--- config.mk ---
export PLATFORM = sky130hd
export DESIGN_NAME = nibble_serial_adder_flat
export DESIGN_NICKNAME = d
export VERILOG_FILES = /design/src/rtl/nibble_serial_adder_pkg.sv /design/src/rtl/nibble_serial_adder_if.sv /design/src/rtl/nibble_serial_adder_add4_slice.sv /design/src/rtl/nibble_serial_adder.sv /design/src/flat_wrapper.sv
export SDC_FILE = /design/constraint.sdc
export NUM_CORES = 1
export LEC_CHECK = 0
export ABC_AREA = 1
export BUFFER_PORTS_ARGS = -buffer_cell sky130_fd_sc_hd__buf_2
export CELL_PAD_IN_SITES_DETAIL_PLACEMENT = 1
export CELL_PAD_IN_SITES_GLOBAL_PLACEMENT = 1
export CORE_ASPECT_RATIO = 0.7
export CORE_UTILIZATION = 40
export CTS_CLUSTER_DIAMETER = 30
export DETAILED_ROUTE_END_ITERATION = 8
export PLACE_DENSITY_LB_ADDON = 0.1
export SLEW_MARGIN = 15
export SYNTH_ARGS = -nofsm -noshare
export SYNTH_HDL_FRONTEND = slang
export SYNTH_SLANG_ARGS = --single-unit
--- constraint.sdc ---
create_clock -name clk -period 3.06 [get_ports clk]
set_clock_uncertainty 0.1 [all_clocks]
set_input_delay 0.153 -clock clk [delete_from_list [all_inputs] [get_ports clk]]
set_output_delay 0.153 -clock clk [all_outputs]
set_load 0.02 [all_outputs]
--- src/rtl/nibble_serial_adder_pkg.sv ---
// Shared types and constants for the nibble-serial add/subtract unit.
// Holds the FSM state encoding, the slice width and a counter-width helper.
package nibble_serial_adder_pkg;

    localparam int SLICE_W = 4;

    typedef enum logic [1:0] {
        IDLE = 2'd0,
        RUN  = 2'd1,
        DONE = 2'd2
    } state_t;

    // The slice counter still needs one bit when there is only a single slice.
    function automatic int cnt_width(input int nslice);
        return (nslice > 1) ? $clog2(nslice) : 1;
    endfunction

endpackage

--- src/rtl/nibble_serial_adder_if.sv ---
// Operand and result handshake bundle for the nibble-serial adder.
// The producer/consumer side uses master; the adder itself uses slave.
interface nibble_serial_adder_if #(
    parameter int WIDTH = 16
);

    logic             in_valid;
    logic             in_ready;
    logic [WIDTH-1:0] a;
    logic [WIDTH-1:0] b;
    logic             cin;
    logic             sub;
    logic             out_valid;
    logic             out_ready;
    logic [WIDTH-1:0] sum;
    logic             cout;
    logic             ovf;

    modport master (
        output in_valid, a, b, cin, sub, out_ready,
        input  in_ready, out_valid, sum, cout, ovf
    );

    modport slave (
        input  in_valid, a, b, cin, sub, out_ready,
        output in_ready, out_valid, sum, cout, ovf
    );

endinterface

--- src/rtl/nibble_serial_adder_add4_slice.sv ---
// Combinational 4-bit ripple-carry adder slice.
// It is built from one half-adder-style sum stage per bit plus the carry chain.
module add4_slice
    import nibble_serial_adder_pkg::*;
(
    input  logic [SLICE_W-1:0] a,
    input  logic [SLICE_W-1:0] b,
    input  logic               cin,
    output logic [SLICE_W-1:0] s,
    output logic               cout
);

    logic [SLICE_W:0] c;
    logic [SLICE_W-1:0] p;
    logic [SLICE_W-1:0] g;

    assign c[0] = cin;

    // Each bit is a full adder made of two half adders: propagate/generate, then the carry merge.
    for (genvar i = 0; i < SLICE_W; i++) begin : g_fa
        assign p[i]   = a[i] ^ b[i];
        assign g[i]   = a[i] & b[i];
        assign s[i]   = p[i] ^ c[i];
        assign c[i+1] = g[i] | (p[i] & c[i]);
    end

    assign cout = c[SLICE_W];

endmodule

--- src/rtl/nibble_serial_adder.sv ---
// WIDTH-bit add/subtract unit that reuses one 4-bit slice, one nibble per clock, LSB first.
// Valid/ready handshakes on the operand and result sides; latency is WIDTH/4 cycles.
module nibble_serial_adder
    import nibble_serial_adder_pkg::*;
#(
    parameter int WIDTH = 16
) (
    input  logic                  clk,
    input  logic                  rst_n,
    nibble_serial_adder_if.slave  bus
);

    localparam int NSLICE = WIDTH / SLICE_W;
    localparam int CNT_W  = cnt_width(NSLICE);
    localparam logic [CNT_W-1:0] LAST_CNT = CNT_W'(NSLICE - 1);

    state_t           state_q, state_d;
    logic [CNT_W-1:0] cnt_q, cnt_d;
    logic [WIDTH-1:0] a_sh_q, a_sh_d;
    logic [WIDTH-1:0] b_sh_q, b_sh_d;
    logic [WIDTH-1:0] res_q, res_d;
    logic             carry_q, carry_d;
    logic             a_msb_q, a_msb_d;
    logic             b_msb_q, b_msb_d;

    logic [WIDTH-1:0]   b_eff;
    logic [SLICE_W-1:0] slice_s;
    logic               slice_cout;
    logic [WIDTH-1:0]   res_shift;

    add4_slice u_slice (
        .a    (a_sh_q[SLICE_W-1:0]),
        .b    (b_sh_q[SLICE_W-1:0]),
        .cin  (carry_q),
        .s    (slice_s),
        .cout (slice_cout)
    );

    assign b_eff = bus.sub ? ~bus.b : bus.b;

    // New nibbles enter at the top so the result is aligned after the last slice.
    if (NSLICE == 1) begin : g_one_slice
        assign res_shift = slice_s;
    end else begin : g_multi_slice
        assign res_shift = {slice_s, res_q[WIDTH-1:SLICE_W]};
    end

    always_comb begin
        state_d = state_q;
        cnt_d   = cnt_q;
        a_sh_d  = a_sh_q;
        b_sh_d  = b_sh_q;
        res_d   = res_q;
        carry_d = carry_q;
        a_msb_d = a_msb_q;
        b_msb_d = b_msb_q;

        case (state_q)
            IDLE: begin
                if (bus.in_valid) begin
                    a_sh_d  = bus.a;
                    b_sh_d  = b_eff;
                    carry_d = bus.cin ^ bus.sub;
                    a_msb_d = bus.a[WIDTH-1];
                    b_msb_d = b_eff[WIDTH-1];
                    cnt_d   = '0;
                    state_d = RUN;
                end
            end
            RUN: begin
                res_d   = res_shift;
                a_sh_d  = a_sh_q >> SLICE_W;
                b_sh_d  = b_sh_q >> SLICE_W;
                carry_d = slice_cout;
                cnt_d   = cnt_q + 1'b1;
                if (cnt_q == LAST_CNT) begin
                    state_d = DONE;
                end
            end
            DONE: begin
                if (bus.out_ready) begin
                    state_d = IDLE;
                end
            end
            default: begin
                state_d = IDLE;
            end
        endcase
    end

    always_ff @(posedge clk or negedge rst_n) begin
        if (!rst_n) begin
            state_q <= IDLE;
            cnt_q   <= '0;
            a_sh_q  <= '0;
            b_sh_q  <= '0;
            res_q   <= '0;
            carry_q <= 1'b0;
            a_msb_q <= 1'b0;
            b_msb_q <= 1'b0;
        end else begin
            state_q <= state_d;
            cnt_q   <= cnt_d;
            a_sh_q  <= a_sh_d;
            b_sh_q  <= b_sh_d;
            res_q   <= res_d;
            carry_q <= carry_d;
            a_msb_q <= a_msb_d;
            b_msb_q <= b_msb_d;
        end
    end

    // After the final slice the carry flop holds the carry out of the MSB.
    assign bus.in_ready  = (state_q == IDLE);
    assign bus.out_valid = (state_q == DONE);
    assign bus.sum       = bus.out_valid ? res_q : '0;
    assign bus.cout      = bus.out_valid & carry_q;
    assign bus.ovf       = bus.out_valid & (a_msb_q == b_msb_q) & (res_q[WIDTH-1] != a_msb_q);

endmodule

--- src/flat_wrapper.sv ---
// flat-port wrapper written by rule: the top's interface ports become plain ports
module nibble_serial_adder_flat import nibble_serial_adder_pkg::*;
#(
    parameter int WIDTH = 16
)
  (clk, rst_n, bus_in_valid, bus_a, bus_b, bus_cin, bus_sub, bus_out_ready, bus_in_ready, bus_out_valid, bus_sum, bus_cout, bus_ovf);
  nibble_serial_adder_if #(.WIDTH(WIDTH)) bus_i ();
  input  logic clk;
  input  logic rst_n;
  input wire logic [$bits(bus_i.in_valid)-1:0] bus_in_valid;
  input wire logic [$bits(bus_i.a)-1:0] bus_a;
  input wire logic [$bits(bus_i.b)-1:0] bus_b;
  input wire logic [$bits(bus_i.cin)-1:0] bus_cin;
  input wire logic [$bits(bus_i.sub)-1:0] bus_sub;
  input wire logic [$bits(bus_i.out_ready)-1:0] bus_out_ready;
  output wire logic [$bits(bus_i.in_ready)-1:0] bus_in_ready;
  output wire logic [$bits(bus_i.out_valid)-1:0] bus_out_valid;
  output wire logic [$bits(bus_i.sum)-1:0] bus_sum;
  output wire logic [$bits(bus_i.cout)-1:0] bus_cout;
  output wire logic [$bits(bus_i.ovf)-1:0] bus_ovf;
  assign bus_i.in_valid = bus_in_valid;
  assign bus_i.a = bus_a;
  assign bus_i.b = bus_b;
  assign bus_i.cin = bus_cin;
  assign bus_i.sub = bus_sub;
  assign bus_i.out_ready = bus_out_ready;
  assign bus_in_ready = bus_i.in_ready;
  assign bus_out_valid = bus_i.out_valid;
  assign bus_sum = bus_i.sum;
  assign bus_cout = bus_i.cout;
  assign bus_ovf = bus_i.ovf;
  nibble_serial_adder #(.WIDTH(WIDTH)) u_core (.clk(clk), .rst_n(rst_n), .bus(bus_i));
endmodule
# Word-level counts from Yosys, hierarchy flattened
# Cells that the tools add are included.
dict set report totals {
  ff_bits 55
  inputBits 38
  output_inout_bits 20
}
dict set report classes {
  add_sub_neg 1
  n_eq_ne 8
  mux 14
  bitwise_logic 25
  reduce_logical 5
}
# operator n
set op_table {}
lappend op_table {{2-to-1 mux 16 bit} 4}
lappend op_table {{case mux 16 bit (2 select lines)} 2}
lappend op_table {{inverter 16 bit} 1}
lappend op_table {{AND 1 bit} 11}
lappend op_table {{XOR 1 bit} 9}
lappend op_table {{2-to-1 mux 2 bit} 4}
lappend op_table {{case mux 2 bit (3 select lines)} 1}
lappend op_table {{equality test 2 bit, second input constant} 2}
lappend op_table {{inequality test 2 bit, second input constant} 2}
lappend op_table {{bitwise OR 1 bit} 4}
lappend op_table {{case mux 2 bit (2 select lines)} 1}
lappend op_table {{AND reduction 2 bit} 2}
lappend op_table {{AND reduction 3 bit} 1}
lappend op_table {{adder 2 x 1 -> 2 bit, second input constant} 1}
lappend op_table {{equality test 2 x 1 -> 1 bit, second input constant} 1}
lappend op_table {{logical NOT 2 bit} 1}
lappend op_table {{inequality test 2 x 1 -> 1 bit, second input constant} 1}
lappend op_table {{case mux 1 bit (2 select lines)} 1}
lappend op_table {{nonzero test 2 bit} 1}
lappend op_table {{equality test 1 bit} 1}
lappend op_table {{2-to-1 mux 1 bit} 1}
lappend op_table {{inequality test 1 bit} 1}

# Depth between registers and ports, before layout
# Gate-level depths: netlist of the first run.
dict set report logic_depth {
  depth_word 10
  depth_mapped 12
  depth_no_buf 12
}

# Modules after synthesis
# Synthesis of the first run repeated with hierarchy kept, for this count alone.
dict set report unflattened {
  hier_cells 343
  area_unflattened_um2 2710.1
}
# module instances cells_each area_each_um2 seq_area_each_um2
set modules_own_cells {}
lappend modules_own_cells {nibble_serial_adder 1 329 2592.5 1376.3}
lappend modules_own_cells {add4_slice 1 14 117.6 0.0}

# Least setup slack after synthesis of the first run
# OpenSTA, ideal clock, no wires.
dict set report synth_timing {
  path_kind {register -> register}
  startpoint {reg u_core.carry_q}
  endpoint {reg u_core.res_q[15]}
  t_arrival_ps 2099
  setup_slack_ps 778
  path_stages_with_launch 9
  path_buffers 0
  period_less_slack_ps 2282
  cell_sequence {dfrtp_1 > inv_1 > fa_1 > inv_1 > fa_1 > fa_1 > inv_1 > fa_1 > o21ai_0}
}
dict set report synth_between {
  elab_chain_len 7
}
# element line_no
set synth_lines {}
lappend synth_lines {{start, declared} nibble_serial_adder.sv:22} ;# logic carry_q, carry_d;
lappend synth_lines {{start signal, assigned} nibble_serial_adder.sv:107} ;# carry_q <= carry_d;
lappend synth_lines {{AND 1 bit} nibble_serial_adder_add4_slice.sv:24} ;# assign c[i+1] = g[i] | (p[i] & c[i]);
lappend synth_lines {{bitwise OR 1 bit} nibble_serial_adder_add4_slice.sv:24}
lappend synth_lines {{AND 1 bit} nibble_serial_adder_add4_slice.sv:24}
lappend synth_lines {{bitwise OR 1 bit} nibble_serial_adder_add4_slice.sv:24}
lappend synth_lines {{AND 1 bit} nibble_serial_adder_add4_slice.sv:24}
lappend synth_lines {{bitwise OR 1 bit} nibble_serial_adder_add4_slice.sv:24}
lappend synth_lines {{XOR 1 bit} nibble_serial_adder_add4_slice.sv:23} ;# assign s[i] = p[i] ^ c[i];
lappend synth_lines {{end signal, assigned} nibble_serial_adder.sv:106} ;# res_q <= res_d;
lappend synth_lines {{end, declared} nibble_serial_adder.sv:21} ;# logic [WIDTH-1:0] res_q, res_d;
# Every way passes these cells.
# A chain may end at the register's enable or synchronous reset.

# Worst setup path in the final report of the first run
# Ends and elaborated chain as after synthesis.

==> results of run 1 <==
[Yosys cell counts]
master / number / area [µm²]
nor2_4: 1 / 11.3
nand3_1: 13 / 65.1
a21oi_1: 2 / 10.0
xor2_1: 13 / 114
inv_2: 3 / 11.3
dfrtp_1: 55 / 1380
inv_4: 1 / 6.26
xnor2_1: 3 / 26.3
ha_1: 1 / 12.5
nor3_1: 1 / 5.00
nor2_1: 19 / 71.3
buf_6: 4 / 45.0
fa_1: 4 / 80.1
nor2_2: 1 / 6.26
o21ai_0: 24 / 120
inv_1: 29 / 109
buf_2: 6 / 30.0
nand2_1: 153 / 574
nand2_2: 2 / 12.5
o21ai_4: 1 / 16.3
buf_4: 6 / 45.0
[layer usage]
metal,track usage (%),wire length (µm),up-vias
li1,-,-,1140
met1,29.3,3310,1069
met2,31.5,2950,35
met3,3.51,193,7
met4,4.35,50,0
met5,0,0,-
[area by class of cell]
type	count	area, µm²
inverters	33	126
repair buffers	65	360
flip-flops and latches	55	1380
clock buffers	8	100
fillers	848	3220
multi-input cells	238	1120
well taps	91	114
[cell families after synthesis]
kind of cell	Yosys count
AO/OA/AOI/OAI	27
AND/OR/NAND/NOR	190
adder cells (fa/ha/maj)	5
buffers and inverters	49
flip-flops	55
XOR/XNOR	16
[repair_timing]
item,CTS,global route
gates resized for setup,0,0
endpoints found under the hold margin,42,0
hold buffers,6,0
[how the worst max path moves through the flow]
stage,start,to,slack (ns),cells past startpoint
final,u_core.carry_q,u_core.res_q[15],0.62,8
after detailed placement,u_core.carry_q,u_core.res_q[15],0.63,8
after CTS,u_core.carry_q,u_core.res_q[15],0.59,8
after global routing,u_core.carry_q,u_core.res_q[15],0.43,8
after floorplan,u_core.carry_q,u_core.res_q[15],0.78,8
after global placement,u_core.carry_q,u_core.res_q[15],0.70,8
[metrics by stage]
stage               setup WS [ns]  total power, mW  hold slack [ns]  utilization [%]  cell area [µm²]
CTS                         0.588             2.96           0.0131             49.8             3200
finish                      0.620             2.90           0.0186             49.8             3200
detailed placement          0.629             2.50            0.214             47.3             3040
global route                0.435             3.21           0.0255             49.8             3200
floorplan                   0.778             2.20           -0.243                -             2750
global placement            0.703             2.42            0.208             47.3             3040
[worst max-delay path: cells and delay by family, from the launching register on]
family | cells | cell delay [ns]
flops | 1 | 0.39
buf+inv | 3 | 0.26
fa+ha+maj | 4 | 1.45
compound gates | 1 | 0.15
[power groups by stage]
stage,sequential (mW),clock (mW),combinational [mW]
6_report,1.22,0.446,1.23
5_1_grt,1.26,0.490,1.45
4_1_cts,1.23,0.461,1.27
3_5_place_dp,1.24,0,1.26
3_3_place_gp,1.22,0,1.20
2_1_floorplan,1.19,0,1.01
[state kept, by name (all words and copies together) (netlist names)]
| signal | cells |
|---|---|
| u_core.cnt_q | 2 |
| u_core.state_q | 2 |
| u_core.a_sh_q | 16 |
| u_core.b_msb_q | 1 |
| u_core.res_q | 16 |
| u_core.a_msb_q | 1 |
| u_core.b_sh_q | 16 |
| u_core.carry_q | 1 |
==> metrics.yaml, run 1 <==
status:
  outcome: "finished, final reports clean"
timing:
  worstMarginPinSlew_ns: 0.861
  period_minus_slack_ns: 2.44
  slew_headroom_pct: 42.6
  fmax_mhz: 410
  rsz0062_at_grt: "false"
  setup_viol: 0
  fin_crit_sh_pct: 79.7
  setup_tns_ns: 0
  drv_slew: 0
  hold_violations: 0
worst_setup_path:
  worstPathArrival_ns: 2.56
  regToRegStartpoint: "u_core.carry_q"
  critPathKind: "reg2reg"
  cp_slowest_cell: "fa_1"
  r2r_setup_slack_ns: 0.62
  slowest_delay_ns: 0.45
  cp-start-kind: "register"
  cp-end-kind: "register"
  reg2reg_depth: 8
  critPathMaxFanout: 2
  cp_common_cell: "fa_1"
  worstPathCellList: "inv_1 -> fa_1 -> inv_1 -> fa_1 -> fa_1 -> inv_1 -> fa_1 -> o21ai_0"
  crit_required_ns: 3.18
  rr_endpoint: "u_core.res_q[15]"
power_and_ir_drop:
  power_frac_comb_pct: 42.5
  internal_power_mw: 1.65
  switching_power_mw: 1.26
  vdd_drop_max_v: 0.000305
  p_per_area_nw_per_um2: 906
  swShare_pct: 43.3
  seqPwrFrac_pct: 42.2
  pwr-share-clk_pct: 15.4
  p_leak_nw: 1.76
worst_hold_path:
  worstHoldEndpoint: "u_core.b_sh_q[10]"
  min_from: "bus_b[10]"
  min_path_type: "in2reg"
  min_path_cells: 4
cells_and_area:
  layout_common_cells: "153 x nand2_1, 57 x buf_2, 55 x dfrtp_1"
  mostFrequentLayoutCell: "nand2_1"
  fin_nets: 441
  fin_cells: 490
  syn_to_final_growth_pct: 16.5
  drive_above_1_share_pct: 18.8
  diodes: 0
floorplanning:
  die-height_um: 71.3
  die_area_um2: 7210
  placement_rows: 24
  io_pins: 58
  initial_utilization_pct: 42.8
  core_area_um2: 6430
  dieWidth_um: 101
drt:
  drtIter0Drc: 98
  wl_per_cell_um: 13.3
  ant_nets: 0
  viasPerCell: 4.59
  vias: 2251
  remaining_drc_errors: 0
  firstDrtPassIters: 4
  finalWirelength_um: 6500
clocking:
  htree_levels: 2
  path_clk_slew_ns: 0.10
  tritoncts: "done"
  cts_root_buf: "clkbuf_8"
  cts_setup_buffers: 0
  clock-sinks: 55
  numCtsBuffers: 5
  ctsLongestPathBuffers: 2
  worstSkewPairLatency_ns: 0.31
place:
  io_buffers: 57
  dp_cells: 476
  gp_congestion: 0.748
  dp_hpwl_um: 4480
synth:
  synth.distinct_cells: 21
  ys_seq_elements: 55
  synth_fa_ha_area_share_pct: 3.37
  synth_nets: 385
  synth_warnings: 0
  syn_inst: 342
  synth.area.mux_share_pct: 0
  synthXorXnorAreaFrac_pct: 5.10
  synth_area_um2: 2750
  synth_top_family_by_area: "simple AND/OR/NAND/NOR gates"
  seq_area_frac_synth_pct: 50.1
  avgSynthCellArea_um2: 8.03
  synth_compound_area_share_pct: 5.33
  synth_simple_gate_area_share_pct: 27.1
global_routing:
  grt_overflow: 0
  grt_max_degree: 45
  grt_usage_pct: 20.1
  grt_pass1_wl_um: 11200
  grt_pass1_vias: 2257
  antenna_found_initial: 0
flow_run:
  cap_violations: 0
Power figures use the tool's default switching activity.
==> run 2: changes to the inputs <==
==> constraint.sdc (replaced) <==
create_clock -name clk -period 2.43 [get_ports clk]
set_clock_uncertainty 0.1 [all_clocks]
set_input_delay 0.1215 -clock clk [delete_from_list [all_inputs] [get_ports clk]]
set_output_delay 0.1215 -clock clk [all_outputs]
set_load 0.02 [all_outputs]
==> metrics.yaml, run 2 (synthesis results as in run 1) <==
status:
  outcome: "finished, final reports clean"
drt:
  met2_length_um: 3030
  drtIter0Drc: 72
  met1_length_um: 3310
  firstDrtPassIters: 4
  finalWirelength_um: 6540
  ant_nets: 0
  wl_per_cell_um: 13.2
  wl_met3_um: 150
  viasPerCell: 4.55
  vias: 2255
  topRoutingLayerUsed: "met4"
  remaining_drc_errors: 0
floorplanning:
  placement_rows: 24
  initial_utilization_pct: 42.8
  dieWidth_um: 101
  die_area_um2: 7210
  die-height_um: 71.3
  io_pins: 58
  core_area_um2: 6430
global_routing:
  grt_pass1_wl_um: 11300
  grt_overflow: 0
  grt_usage_pct: 20.3
  grt_pass1_vias: 2388
  grt_max_degree: 45
  antenna_found_initial: 0
cells_and_area:
  reg.largest.list: "u_core.a_sh_q (16), u_core.b_sh_q (16), u_core.res_q (16)"
  finish.utilization_pct: 50.6
  finish.instance_area_um2: 3250
  fin_cells: 496
  drive_above_1_share_pct: 20.0
  diodes: 0
  syn_to_final_growth_pct: 18.4
  fin_nets: 448
  mostFrequentLayoutCell: "nand2_1"
  layout_common_cells: "153 x nand2_1, 57 x buf_2, 55 x dfrtp_1"
clocking:
  cts_setup_buffers: 0
  clock-sinks: 55
  path_clk_slew_ns: 0.10
  numCtsBuffers: 5
  worstSkewPairLatency_ns: 0.30
  tritoncts: "done"
  ctsLongestPathBuffers: 2
  htree_levels: 2
  cts_root_buf: "clkbuf_8"
timing:
  worstMarginPinSlew_ns: 0.767
  whs_ns: 0.00532
  slew_headroom_pct: 48.7
  period_minus_slack_ns: 2.27
  fin_crit_sh_pct: 93.5
  fmax_mhz: 440
  drv_slew: 0
  setup_tns_ns: 0
  rsz0062_at_grt: "false"
  fin_ws_ns: 0.158
  setup_viol: 0
  hold_violations: 0
worst_hold_path:
  min_path_type: "in2reg"
worst_setup_path:
  worstPathCellList: "inv_2 -> fa_1 -> inv_1 -> fa_2 -> fa_1 -> inv_2 -> fa_1 -> o21ai_1"
  rr_endpoint: "u_core.res_q[15]"
  slowest_delay_ns: 0.43
  critPathKind: "reg2reg"
  crit_required_ns: 2.55
  regToRegStartpoint: "u_core.carry_q"
  reg2reg_depth: 8
  cp-end-kind: "register"
  cp_common_cell: "fa_1"
  critPathMaxFanout: 2
  cp-endpoint: "u_core.res_q[15]"
  crit_start: "u_core.carry_q"
  worstPathArrival_ns: 2.39
  r2r_setup_slack_ns: 0.16
  cp-start-kind: "register"
  cp_slowest_cell: "fa_1"
power_and_ir_drop:
  power_frac_comb_pct: 43.4
  p_per_area_nw_per_um2: 1120
  switching_power_mw: 1.59
  fin_total_pwr_mw: 3.65
  internal_power_mw: 2.06
  vdd_drop_max_v: 0.000417
  swShare_pct: 43.5
  p_leak_nw: 1.78
  seqPwrFrac_pct: 42.4
  pwr-share-clk_pct: 14.2
place:
  preCtsSetupSlack_ns: 0.0286
  gp_congestion: 0.776
  post_dp_cell_area_um2: 3060
  dp_hpwl_um: 4690
  io_buffers: 57
  dp_cells: 479
flow_run:
  cap_violations: 0
-- run 2: cell count changes in the layout (fill, tap and decap cells not counted), moves of 2 or more --
| cell | before | now |
|---|---|---|
| dlygate4sd3_1 | 6 | 10 |
| buf_4 | 2 | 5 |
| inv_1 | 29 | 27 |
| inv_2 | 3 | 5 |
-- run 2: metal layers --
metal | vias up | track usage, %
met5 | - | 0
met4 | 0 | 4.35
met3 | 5 | 3.51
met2 | 33 | 32.3
met1 | 1068 | 29.2
li1 | 1149 | -
-- run 2: power by group through the flow --
stage,Combinational (mW),Clock [mW],Sequential [mW]
floorplan,1.27,0,1.50
global placement,1.53,0,1.54
detailed placement,1.59,0,1.56
CTS,1.61,0.542,1.54
global route,1.87,0.583,1.59
finish,1.58,0.517,1.54
-- run 2: cell type report --
class	instances	area, µm²
Multi-Input combinational cell	238	1130
Fill cell	844	3170
Clock buffer	6	82.6
Timing Repair Buffer	72	423
Sequential cell	55	1380
Tap cell	91	114
Inverter	33	126
Clock inverter	1	5.00
-- run 2: what timing repair did --
action	in CTS	in global routing
endpoints found under the hold margin	34	0
endpoints found under the setup margin	0	2
hold buffers	10	0
gates resized for setup	0	4
-- run 2: worst max-delay path: cells and delay by family, from the launching register on --
kind / cells / cell delay (ns)
adder cells (fa/ha/maj): 4 / 1.35
AO/OA/AOI/OAI: 1 / 0.13
flip-flops: 1 / 0.40
buffers and inverters: 3 / 0.21
-- run 2: worst min path at each step --
stage          startpoint           endpoint  slack [ns]  depth (start not counted)
2_1_floorplan       rst_n     u_core.a_msb_q       -0.27                          0
3_3_place_gp        rst_n    u_core.res_q[0]        0.07                          1
3_5_place_dp        rst_n    u_core.res_q[0]        0.08                          1
4_1_cts          bus_b[1]   u_core.b_sh_q[1]       0.001                          4
5_1_grt         bus_b[13]  u_core.b_sh_q[13]        0.01                          3
6_report        bus_b[11]  u_core.b_sh_q[11]       0.005                          4
